**config.mk**
```make
export PLATFORM = sky130hd
export DESIGN_NAME = sz_quant_select_flat
export DESIGN_NICKNAME = d
export VERILOG_FILES = /design/src/rtl/sz_quant_select_pkg.sv /design/src/rtl/sz_quant_select_if.sv /design/src/rtl/sz_quant_select_fifo.sv /design/src/rtl/sz_quant_select.sv /design/src/flat_wrapper.sv
export SDC_FILE = /design/constraint.sdc
export NUM_CORES = 1
export LEC_CHECK = 0
export ABC_AREA = 1
export CELL_PAD_IN_SITES_DETAIL_PLACEMENT = 1
export CELL_PAD_IN_SITES_GLOBAL_PLACEMENT = 1
export CORE_MARGIN = 4
export CORE_UTILIZATION = 40
export CTS_CLUSTER_DIAMETER = 50
export CTS_CLUSTER_SIZE = 28
export DETAILED_ROUTE_END_ITERATION = 8
export PLACE_DENSITY_LB_ADDON = 0.3
export SETUP_SLACK_MARGIN = 0.15
export SLEW_MARGIN = 20
export SYNTH_ARGS = -nofsm -noshare
export SYNTH_HDL_FRONTEND = slang
export SYNTH_SLANG_ARGS = --single-unit
```
**constraint.sdc**
```tcl
create_clock -name clk -period 7.5 [get_ports clk]
set_clock_uncertainty 0.2 [all_clocks]
set_input_delay 1.5 -clock clk [delete_from_list [all_inputs] [get_ports clk]]
set_output_delay 1.5 -clock clk [all_outputs]
set_load 0.02 [all_outputs]
```
**src/rtl/sz_quant_select_pkg.sv**
```systemverilog
// sz_pkg: shared float width, model latency, quantiser codes and float helpers
package sz_pkg;
   localparam int FLOAT_W = 32;
   localparam int MODEL_LAT = 36;
   localparam int EXP_W = 8;
   localparam logic [1:0] CODE_UNP = 2'b00;
   localparam logic [1:0] CODE_PRED = 2'b01;
   function automatic logic float_is_nan_inf(input logic [FLOAT_W-1:0] f);
      return &f[FLOAT_W-2 -: EXP_W];
   endfunction
endpackage

```
**src/rtl/sz_quant_select_if.sv**
```systemverilog
// sz_quant_select_if: model-side inputs, code stream and outlier read port of the quantiser
interface sz_quant_select_if #(parameter int FLOAT_W = sz_pkg::FLOAT_W);
   logic in_valid;
   logic [FLOAT_W-1:0] data_in;
   logic [FLOAT_W-1:0] pred;
   logic [FLOAT_W-1:0] err_abs;
   logic [FLOAT_W-1:0] err_bound;
   logic code_valid;
   logic [1:0] code;
   logic [FLOAT_W-1:0] recon;
   logic unp_valid;
   logic unp_ready;
   logic [FLOAT_W-1:0] unp_data;
   logic overflow;
   logic [31:0] n_points;
   logic [31:0] n_unp;
   modport master(
      output in_valid, data_in, pred, err_abs, err_bound, unp_ready,
      input code_valid, code, recon, unp_valid, unp_data, overflow, n_points, n_unp
   );
   modport slave(
      input in_valid, data_in, pred, err_abs, err_bound, unp_ready,
      output code_valid, code, recon, unp_valid, unp_data, overflow, n_points, n_unp
   );
endinterface

```
**src/rtl/sz_quant_select_fifo.sv**
```systemverilog
// sz_fifo: synchronous FIFO with ready/valid read port and extra-bit full/empty pointers
module sz_fifo #(
   parameter int WIDTH = 32,
   parameter int DEPTH = 16
) (
   input  logic             clk,
   input  logic             rst,
   input  logic             wr_en,
   input  logic [WIDTH-1:0] wr_data,
   output logic             rd_valid,
   input  logic             rd_ready,
   output logic [WIDTH-1:0] rd_data,
   output logic             full,
   output logic             empty
);
   localparam int AW = $clog2(DEPTH);
   logic [AW:0] wr_q, wr_d, rd_q, rd_d;
   logic [WIDTH-1:0] mem_q [DEPTH];
   logic push, pop;
   always_comb begin
      empty = wr_q == rd_q;
      full = (wr_q[AW] != rd_q[AW]) && (wr_q[AW-1:0] == rd_q[AW-1:0]);
      pop = !empty && rd_ready;
      push = wr_en && (!full || pop);
      wr_d = push ? wr_q + 1'b1 : wr_q;
      rd_d = pop ? rd_q + 1'b1 : rd_q;
      rd_valid = !empty;
      rd_data = empty ? '0 : mem_q[rd_q[AW-1:0]];
   end
   always_ff @(posedge clk or negedge rst) begin
      if (!rst) begin
         wr_q <= '0;
         rd_q <= '0;
      end else begin
         wr_q <= wr_d;
         rd_q <= rd_d;
      end
   end
   // storage needs no reset: the read data is masked while empty
   always_ff @(posedge clk) begin
      if (push) mem_q[wr_q[AW-1:0]] <= wr_data;
   end
endmodule

```
**src/rtl/sz_quant_select.sv**
```systemverilog
// sz_quant_select: aligns samples with the model output, classifies against the bound, queues outliers
module sz_quant_select #(
   parameter int FLOAT_W = sz_pkg::FLOAT_W,
   parameter int MODEL_LAT = sz_pkg::MODEL_LAT,
   parameter int UNP_DEPTH = 16
) (
   input logic clk,
   input logic rst,
   input logic clear,
   sz_quant_select_if.slave bus
);
   import sz_pkg::*;
   logic [MODEL_LAT-1:0] vld_q, vld_d;
   logic [MODEL_LAT-1:0][FLOAT_W-1:0] dat_q, dat_d;
   logic a_vld, pred_ok, push, pop, full, empty;
   logic [FLOAT_W-1:0] a_dat;
   logic code_valid_q, code_valid_d;
   logic [1:0] code_q, code_d;
   logic [FLOAT_W-1:0] recon_q, recon_d;
   logic overflow_q, overflow_d;
   logic [31:0] n_points_q, n_points_d, n_unp_q, n_unp_d;
   always_comb begin
      vld_d = {vld_q[MODEL_LAT-2:0], bus.in_valid};
      dat_d = {dat_q[MODEL_LAT-2:0], bus.data_in};
      a_vld = vld_q[MODEL_LAT-1];
      a_dat = dat_q[MODEL_LAT-1];
      // magnitude-only compare; an all-ones exponent (NaN/Inf) is never predictable
      pred_ok = (bus.err_abs[FLOAT_W-2:0] < bus.err_bound[FLOAT_W-2:0]) && !float_is_nan_inf(bus.err_abs);
      push = a_vld && !pred_ok;
      pop = !empty && bus.unp_ready;
      code_valid_d = a_vld;
      code_d = a_vld ? (pred_ok ? CODE_PRED : CODE_UNP) : code_q;
      recon_d = a_vld ? (pred_ok ? bus.pred : a_dat) : recon_q;
      overflow_d = !clear && (overflow_q || (push && full && !pop));
      n_points_d = clear ? '0 : n_points_q + {31'd0, a_vld && !(&n_points_q)};
      n_unp_d = clear ? '0 : n_unp_q + {31'd0, push && !(&n_unp_q)};
   end
   always_ff @(posedge clk or negedge rst) begin
      if (!rst) begin
         vld_q <= '0;
         dat_q <= '0;
         code_valid_q <= 1'b0;
         code_q <= CODE_UNP;
         recon_q <= '0;
         overflow_q <= 1'b0;
         n_points_q <= '0;
         n_unp_q <= '0;
      end else begin
         vld_q <= vld_d;
         dat_q <= dat_d;
         code_valid_q <= code_valid_d;
         code_q <= code_d;
         recon_q <= recon_d;
         overflow_q <= overflow_d;
         n_points_q <= n_points_d;
         n_unp_q <= n_unp_d;
      end
   end
   sz_fifo #(.WIDTH(FLOAT_W), .DEPTH(UNP_DEPTH)) u_unp_fifo (
      .clk(clk),
      .rst(rst),
      .wr_en(push),
      .wr_data(a_dat),
      .rd_valid(bus.unp_valid),
      .rd_ready(bus.unp_ready),
      .rd_data(bus.unp_data),
      .full(full),
      .empty(empty)
   );
   assign bus.code_valid = code_valid_q;
   assign bus.code = code_q;
   assign bus.recon = recon_q;
   assign bus.overflow = overflow_q;
   assign bus.n_points = n_points_q;
   assign bus.n_unp = n_unp_q;
endmodule
```
**src/flat_wrapper.sv**
```systemverilog
// flat-port wrapper written by rule: the top's interface ports become plain ports
module sz_quant_select_flat import sz_pkg::*;
#(
   parameter int FLOAT_W = sz_pkg::FLOAT_W,
   parameter int MODEL_LAT = sz_pkg::MODEL_LAT,
   parameter int UNP_DEPTH = 16
)
  (clk, rst, clear, bus_in_valid, bus_data_in, bus_pred, bus_err_abs, bus_err_bound, bus_unp_ready, bus_code_valid, bus_code, bus_recon, bus_unp_valid, bus_unp_data, bus_overflow, bus_n_points, bus_n_unp);
  sz_quant_select_if #(.FLOAT_W(FLOAT_W)) bus_i ();
  input logic clk;
  input logic rst;
  input logic clear;
  input wire logic [$bits(bus_i.in_valid)-1:0] bus_in_valid;
  input wire logic [$bits(bus_i.data_in)-1:0] bus_data_in;
  input wire logic [$bits(bus_i.pred)-1:0] bus_pred;
  input wire logic [$bits(bus_i.err_abs)-1:0] bus_err_abs;
  input wire logic [$bits(bus_i.err_bound)-1:0] bus_err_bound;
  input wire logic [$bits(bus_i.unp_ready)-1:0] bus_unp_ready;
  output wire logic [$bits(bus_i.code_valid)-1:0] bus_code_valid;
  output wire logic [$bits(bus_i.code)-1:0] bus_code;
  output wire logic [$bits(bus_i.recon)-1:0] bus_recon;
  output wire logic [$bits(bus_i.unp_valid)-1:0] bus_unp_valid;
  output wire logic [$bits(bus_i.unp_data)-1:0] bus_unp_data;
  output wire logic [$bits(bus_i.overflow)-1:0] bus_overflow;
  output wire logic [$bits(bus_i.n_points)-1:0] bus_n_points;
  output wire logic [$bits(bus_i.n_unp)-1:0] bus_n_unp;
  assign bus_i.in_valid = bus_in_valid;
  assign bus_i.data_in = bus_data_in;
  assign bus_i.pred = bus_pred;
  assign bus_i.err_abs = bus_err_abs;
  assign bus_i.err_bound = bus_err_bound;
  assign bus_i.unp_ready = bus_unp_ready;
  assign bus_code_valid = bus_i.code_valid;
  assign bus_code = bus_i.code;
  assign bus_recon = bus_i.recon;
  assign bus_unp_valid = bus_i.unp_valid;
  assign bus_unp_data = bus_i.unp_data;
  assign bus_overflow = bus_i.overflow;
  assign bus_n_points = bus_i.n_points;
  assign bus_n_unp = bus_i.n_unp;
  sz_quant_select #(.FLOAT_W(FLOAT_W), .MODEL_LAT(MODEL_LAT), .UNP_DEPTH(UNP_DEPTH)) u_core (.clk(clk), .rst(rst), .clear(clear), .bus(bus_i));
endmodule
```
# ---- Word level (Yosys, flattened, before mapping)
# Memories as Yosys holds them, arrays and structs flattened.
# Index checks and enable logic that the tools add are counted.
dict set report totals {
  ff_bits 1298
  ram_bits 512
  inputBits 133
  word_cells 84
  n_memories 1
}
dict set report op_classes {
  addsub 4
  order_cmp 1
  eq_ne 3
  muxes 7
  n_reduce_logical 23
}
# memory depth width read_ports rd_ports_with_merged_regs wr line_no
set memory_table {}
lappend memory_table {u_core.u_unp_fifo.mem_q 16 32 1 0 1 sz_quant_select_fifo.sv:18} ;# logic [WIDTH-1:0] mem_q [DEPTH];
# op n
set ops {}
lappend ops {{two-way mux 32 bit} 4}
lappend ops {{adder 32 x 1 -> 32 bit} 2}
lappend ops {{AND reduction 32 bit} 2}
lappend ops {{less-than comparator 31 bit} 1}
lappend ops {{adder 5 x 1 -> 5 bit, second input constant} 2}
lappend ops {{logical AND 1 bit} 10}
lappend ops {{logical NOT 1 bit} 8}
lappend ops {{AND reduction 8 bit} 1}
lappend ops {{equality test 5 bit} 1}
lappend ops {{equality test 4 bit} 1}
lappend ops {{two-way mux 1 bit} 3}
lappend ops {{logical OR 1 bit} 2}
lappend ops {{inequality test 1 bit} 1}

# ---- Logic depth before layout (Yosys ltp)
# Gate-level depths: netlist of run 1.
dict set report depth {
  depth_word 9
  mapped_depth 24
}

# ---- Cells and area by module
# A second synthesis of run 1 with hierarchy kept.
dict set report hier_totals {
  hier_cells 4245
  area_unflattened_um2 58552.4
}
# mod n_inst cells_each area_each_um2 seq_area_each_um2
set modules_own_cells {}
lappend modules_own_cells {sz_quant_select 1 1995 35709.2 32205.9}
lappend modules_own_cells {sz_fifo 1 2250 22843.2 15625.0}

# ---- Least setup slack after synthesis of run 1
# Ideal clock, no wire load.
dict set report synth_timing {
  path_kind {input to register}
  start {input bus_err_bound[14]}
  end {memory u_core.u_unp_fifo.mem_q[10][0] (enable)}
  setup_time_ns 0.421
  arrival_ns 3.991
  required_time_ns 6.879
  setup_slack_ns 2.887
  cell_stages 13
  path_cell_list {inv_1 -> ha_1 -> nand2_1 -> nor2_1 -> nand2_1 -> nor2_1 -> nand2_1 -> nand2_1 -> nand2_1 -> nand2_2 -> nand3_2 -> buf_4 -> nor2_1}
}
dict set report synth_between {
  elab_chain_cells 7
}
# item line_no
set synth_rtl {}
lappend synth_rtl {{start, declared} flat_wrapper.sv:17} ;# input wire logic [$bits(bus_i.err_bound)-1:0] bus_err_bound;
lappend synth_rtl {{less-than comparator 31 bit} sz_quant_select.sv:28} ;# pred_ok = (bus.err_abs[FLOAT_W-2:0] < bus.err_bound[FLOAT_W-2:0]) && !float_is_nan_inf(bus.err_abs);
lappend synth_rtl {{logical AND 1 bit} sz_quant_select.sv:28}
lappend synth_rtl {{logical NOT 1 bit} sz_quant_select.sv:29} ;# push = a_vld && !pred_ok;
lappend synth_rtl {{logical AND 1 bit} sz_quant_select.sv:29}
lappend synth_rtl {{logical AND 1 bit} sz_quant_select_fifo.sv:24} ;# push = wr_en && (!full || pop);
lappend synth_rtl {{two-way mux 1 bit} sz_quant_select_fifo.sv:41} ;# if (push) mem_q[wr_q[AW-1:0]] <= wr_data;
lappend synth_rtl {{two-way mux 1 bit (not written as such)} sz_quant_select_fifo.sv:41}
lappend synth_rtl {{end, declared} sz_quant_select_fifo.sv:18}
# No other way between the ends.

# ---- Final worst setup path of run 1
dict set report layout_timing {
  start {register u_core.u_unp_fifo.rd_q[0]}
  end {output bus_unp_data[18]}
}
dict set report layout_between {
  elab_chain_cells 2
}
# item line_no
set layout_rtl {}
lappend layout_rtl {{start, declared} sz_quant_select_fifo.sv:17} ;# logic [AW:0] wr_q, wr_d, rd_q, rd_d;
lappend layout_rtl {{start signal, assigned} sz_quant_select_fifo.sv:36} ;# rd_q <= rd_d;
lappend layout_rtl {{memory read (16 x 32 bit) / equality test 5 bit (equally long branches)} n/a}
lappend layout_rtl {{two-way mux 32 bit (*)} sz_quant_select_fifo.sv:28} ;# rd_data = empty ? '0 : mem_q[rd_q[AW-1:0]];
lappend layout_rtl {{end, declared} flat_wrapper.sv:23} ;# output wire logic [$bits(bus_i.unp_data)-1:0] bus_unp_data;
# Every way passes the cells marked *; elsewhere a longest branch is shown, timed or not.

==> flow_summary_export.csv, run 1 <==
group,metric,value,unit
timing,period_minus_slack,6.38,ns
setup_path,startpoint_type,"flip-flop",
pwr,fin_total_pwr,22.3,mW
floorplan,row_count,137,
timing,rsz0062_at_grt,"no",
finish,fillers,13600,
timing,timing.fmax,157,MHz
global_route,grt_max_degree,213,
finish,drive_above_1_share,8.67,%
route,top_layer,"met5",
place,dpl_worst_slack,1.63,ns
logic_synthesis,yosys_register_bits,1809,
pwr,switching_share,28.9,%
route,vias,28500,
floorplan,start_util,40.4,%
route,wl,114000,um
route,vias_per_cell,4.84,
place,hpwl,65000,um
route,routed-wl-met3,4700,um
finish,stdcell_count,5879,
route,first_pass_iters,7,
timing,setup_violations,0,
logic_synthesis,synth_ff_type,"dfrtp_1",
finish,layout_common_cells,"dfrtp_1 (1293), edfxtp_1 (512), nor2_1 (472), o21ai_0 (282), clkdlybuf4s50_1 (261)",
finish,fin_nets,4063,
logic_synthesis,synth.distinct_cells,38,
floorplan,ios,266,
logic_synthesis,synth_nets,3746,
finish,final_common_cell,"dfrtp_1",
clock_tree,clock_path_buffers,3,
clock_tree,cts-resized-gates,0,
logic_synthesis,synth_top_cell_by_area,"dfrtp_1",
logic_synthesis,synth_area_leaders,"dfrtp_1 (57%), edfxtp_1 (27%), nor2_1 (3.2%)",
timing,worst_slew_pin_slew,1.14,ns
finish,syn_to_final_growth,17.6,%
timing,finalCritPeriodShare,85.1,%
clock_tree,clkTransAtPathRegs,0.09,ns
logic_synthesis,synthCells,3574,
pwr,p_per_area,335,nW/um2
pwr,combPwrFrac,16.1,%
clock_tree,htreeDepth,4,
floorplan,dieArea,147000,um2
floorplan,core_area,140000,um2
logic_synthesis,synthesis.area,56500,um2
pwr,switchingPower,6.44,mW
clock_tree,numCtsBuffers,140,
timing,slew_violations,0,
route,drt-met1-wl,49000,um
timing,setup_ws,1.12,ns
route,wl_met2,57000,um
timing,slew_headroom,23.9,%
setup_path,crit_path_end_kind,"primary output",
logic_synthesis,synth_top_area_share,57.5,%
place,numPortBuffers,262,
pwr,p_int,15.8,mW
clock_tree,cts_sinks,1809,
hold_path,hold_class,"reg2reg",
pwr,p_leak,26.6,nW
logic_synthesis,syn_area_per_cell,15.8,um2
place,place_inst,5625,
route,antenna_left,0,
place,gp_congestion,0.795,
clock_tree,cts_tree,"yes",
route,wl_per_cell,19.3,um
global_route,grt_pass1_wl,180000,um
logic_synthesis,yosysWarningCount,0,
setup_path,worst-path-max-fanout,90,
setup_path,worst_ep_arrival_time,4.68,ns
timing,tns,0,ns
floorplan,die_height,384,um
job,drv_cap,0,
route,post-route-drc-count,0,
setup_path,timing_worst_setup_path_type,"reg2out",
logic_synthesis,ys_seq_area_share,84.7,%
clock_tree,cts_hold_buf,0,
pwr,seqPwrFrac,49.1,%
global_route,grt_util_all_layers,15.7,%
pwr,power.ir.vdd_worst,0.000359,V
global_route,grt_overflow,0,
timing,final_hold_viol_count,0,
global_route,antenna_found_initial,5,
clock_tree,cts_setup_buffers,0,
route,first_iter_violations,2173,
logic_synthesis,synth_edf_count,512,
floorplan,die_width,384,um
clock_tree,clock_latency,0.75,ns
clock_tree,root_buffer,"clkbuf_16",
pwr,pwr-share-clk,34.8,%
setup_path,cp.required,5.80,ns
finish,fin_util,47.5,%
global_route,grt_pass1_vias,30700,
run_status,outcome,"finished, final reports clean",
logic_synthesis,synth_async_sr_flop_share,71.7,%
-- path summary, 6_finish.rpt --
path	start	endpoint	slack [ns]	depth (start not counted)
min reg2reg	u_core.dat_d[398]	u_core.dat_d[430]	0.12	0
max reg2reg	u_core.u_unp_fifo.rd_q[0]	u_core.u_unp_fifo.mem_q[10][24]	2.85	10
min	u_core.dat_d[398]	u_core.dat_d[430]	0.12	0
max	u_core.u_unp_fifo.rd_q[0]	bus_unp_data[18]	1.12	8
min in group asynchronous	rst	u_core.bus.n_unp[7]	0.44	1
max in group asynchronous	rst	u_core.dat_d[682]	4.88	3
-- critical path, stage by stage, from the launching register on --
cell             delay, ns
dfrtp_4               1.09
inv_6                 0.35
nand2_1               0.19
a21oi_2               0.09
nand3_1               0.22
inv_1                 0.38
buf_4                 0.40
a21oi_1               0.47
clkdlybuf4s50_1       0.70
-- registers in the layout, indices dropped and copies added (netlist names) --
name,count
u_core.bus.code_valid,1
u_core.dat_d,1120
u_core.bus.code,1
u_core.u_unp_fifo.wr_q,5
u_core.u_unp_fifo.mem_q,512
u_core.bus.n_unp,32
u_core.bus.recon,32
u_core.bus.n_points,32
u_core.bus.overflow,1
u_core.vld_q,36
u_core.a_dat,32
u_core.u_unp_fifo.rd_q,5
-- synthesized netlist by cell type (2+ instances only) --
| library cell | n |
|---|---|
| buf_6 | 2 |
| a21oi_1 | 77 |
| buf_1 | 10 |
| nor2_1 | 488 |
| nor2_4 | 2 |
| nand3_2 | 2 |
| nand4_1 | 22 |
| xnor2_1 | 9 |
| o21ai_0 | 282 |
| buf_2 | 34 |
| a211oi_1 | 2 |
| nor3_1 | 29 |
| dfrtp_1 | 1297 |
| inv_1 | 101 |
| a31oi_1 | 4 |
| nand2_1 | 235 |
| nor2_2 | 3 |
| xor2_1 | 16 |
| mux2_2 | 2 |
| nor4_1 | 8 |
| nor3_2 | 9 |
| edfxtp_1 | 512 |
| clkbuf_1 | 73 |
| nor3b_1 | 3 |
| nand3_1 | 152 |
| nand2_2 | 4 |
| buf_4 | 17 |
| ha_1 | 39 |
| inv_2 | 3 |
| o211ai_1 | 128 |
| and3_1 | 2 |
-- power by group through the flow --
stage                     Clock [mW]  Sequential [mW]  Combinational [mW]
after global placement             0             11.1                3.53
after floorplan                    0             10.9                2.22
after detailed placement           0             11.1                3.64
final                           7.75             10.9                3.58
after global routing            8.45             11.0                3.97
after CTS                       8.02             10.9                3.66
-- cell families (layout without fill, tap and decap cells) --
| family | after synthesis | count (layout) | share of synthesized area, % |
|---|---|---|---|
| buffers and inverters | 242 | 670 | 1.83 |
| flip-flops | 1809 | 1809 | 84.7 |
| AO/OA/AOI/OAI | 495 | 495 | 4.98 |
| AND/OR/NAND/NOR | 961 | 961 | 7.17 |
| other | 1 | 2 | 0.00664 |
| adder cells (fa/ha/maj) | 39 | 39 | 0.864 |
| XOR/XNOR | 25 | 25 | 0.388 |
| multiplexers | 2 | 2 | 0.0399 |
-- through the flow --
| stage | cell area, um2 | hold slack [ns] |
|---|---|---|
| finish | 66400 | 0.125 |
| global route | 66400 | 0.137 |
| CTS | 66400 | 0.130 |
| detailed placement | 61500 | 0.136 |
| global placement | 61400 | 0.131 |
| floorplan | 56500 | 0.131 |
-- metal layers --
| metal | up-vias | track usage (%) |
|---|---|---|
| li1 | 12800 | - |
| met1 | 14900 | 21.3 |
| met4 | 2 | 5.04 |
| met5 | - | 0 |
| met2 | 547 | 26.1 |
| met3 | 210 | 2.80 |
-- final cells by class --
cell class	instances	area, um2	area share, %
antenna	1	2.50	0.00377
clock buffer	158	3760	5.67
clock inverter	95	1140	1.72
inverter	106	405	0.611
multi-input combinational	1523	7720	11.6
sequential	1809	47800	72.1
tap	1876	2350	3.54
timing repair buffer	311	3170	4.77
Power figures use the tool's default switching activity.
==> run 2, diff against run 1 <==
TNS_END_PERCENT = 50   (was not set)
==> results of run 2 <==
Final layout, timing and power as in run 1 (identical DEF).
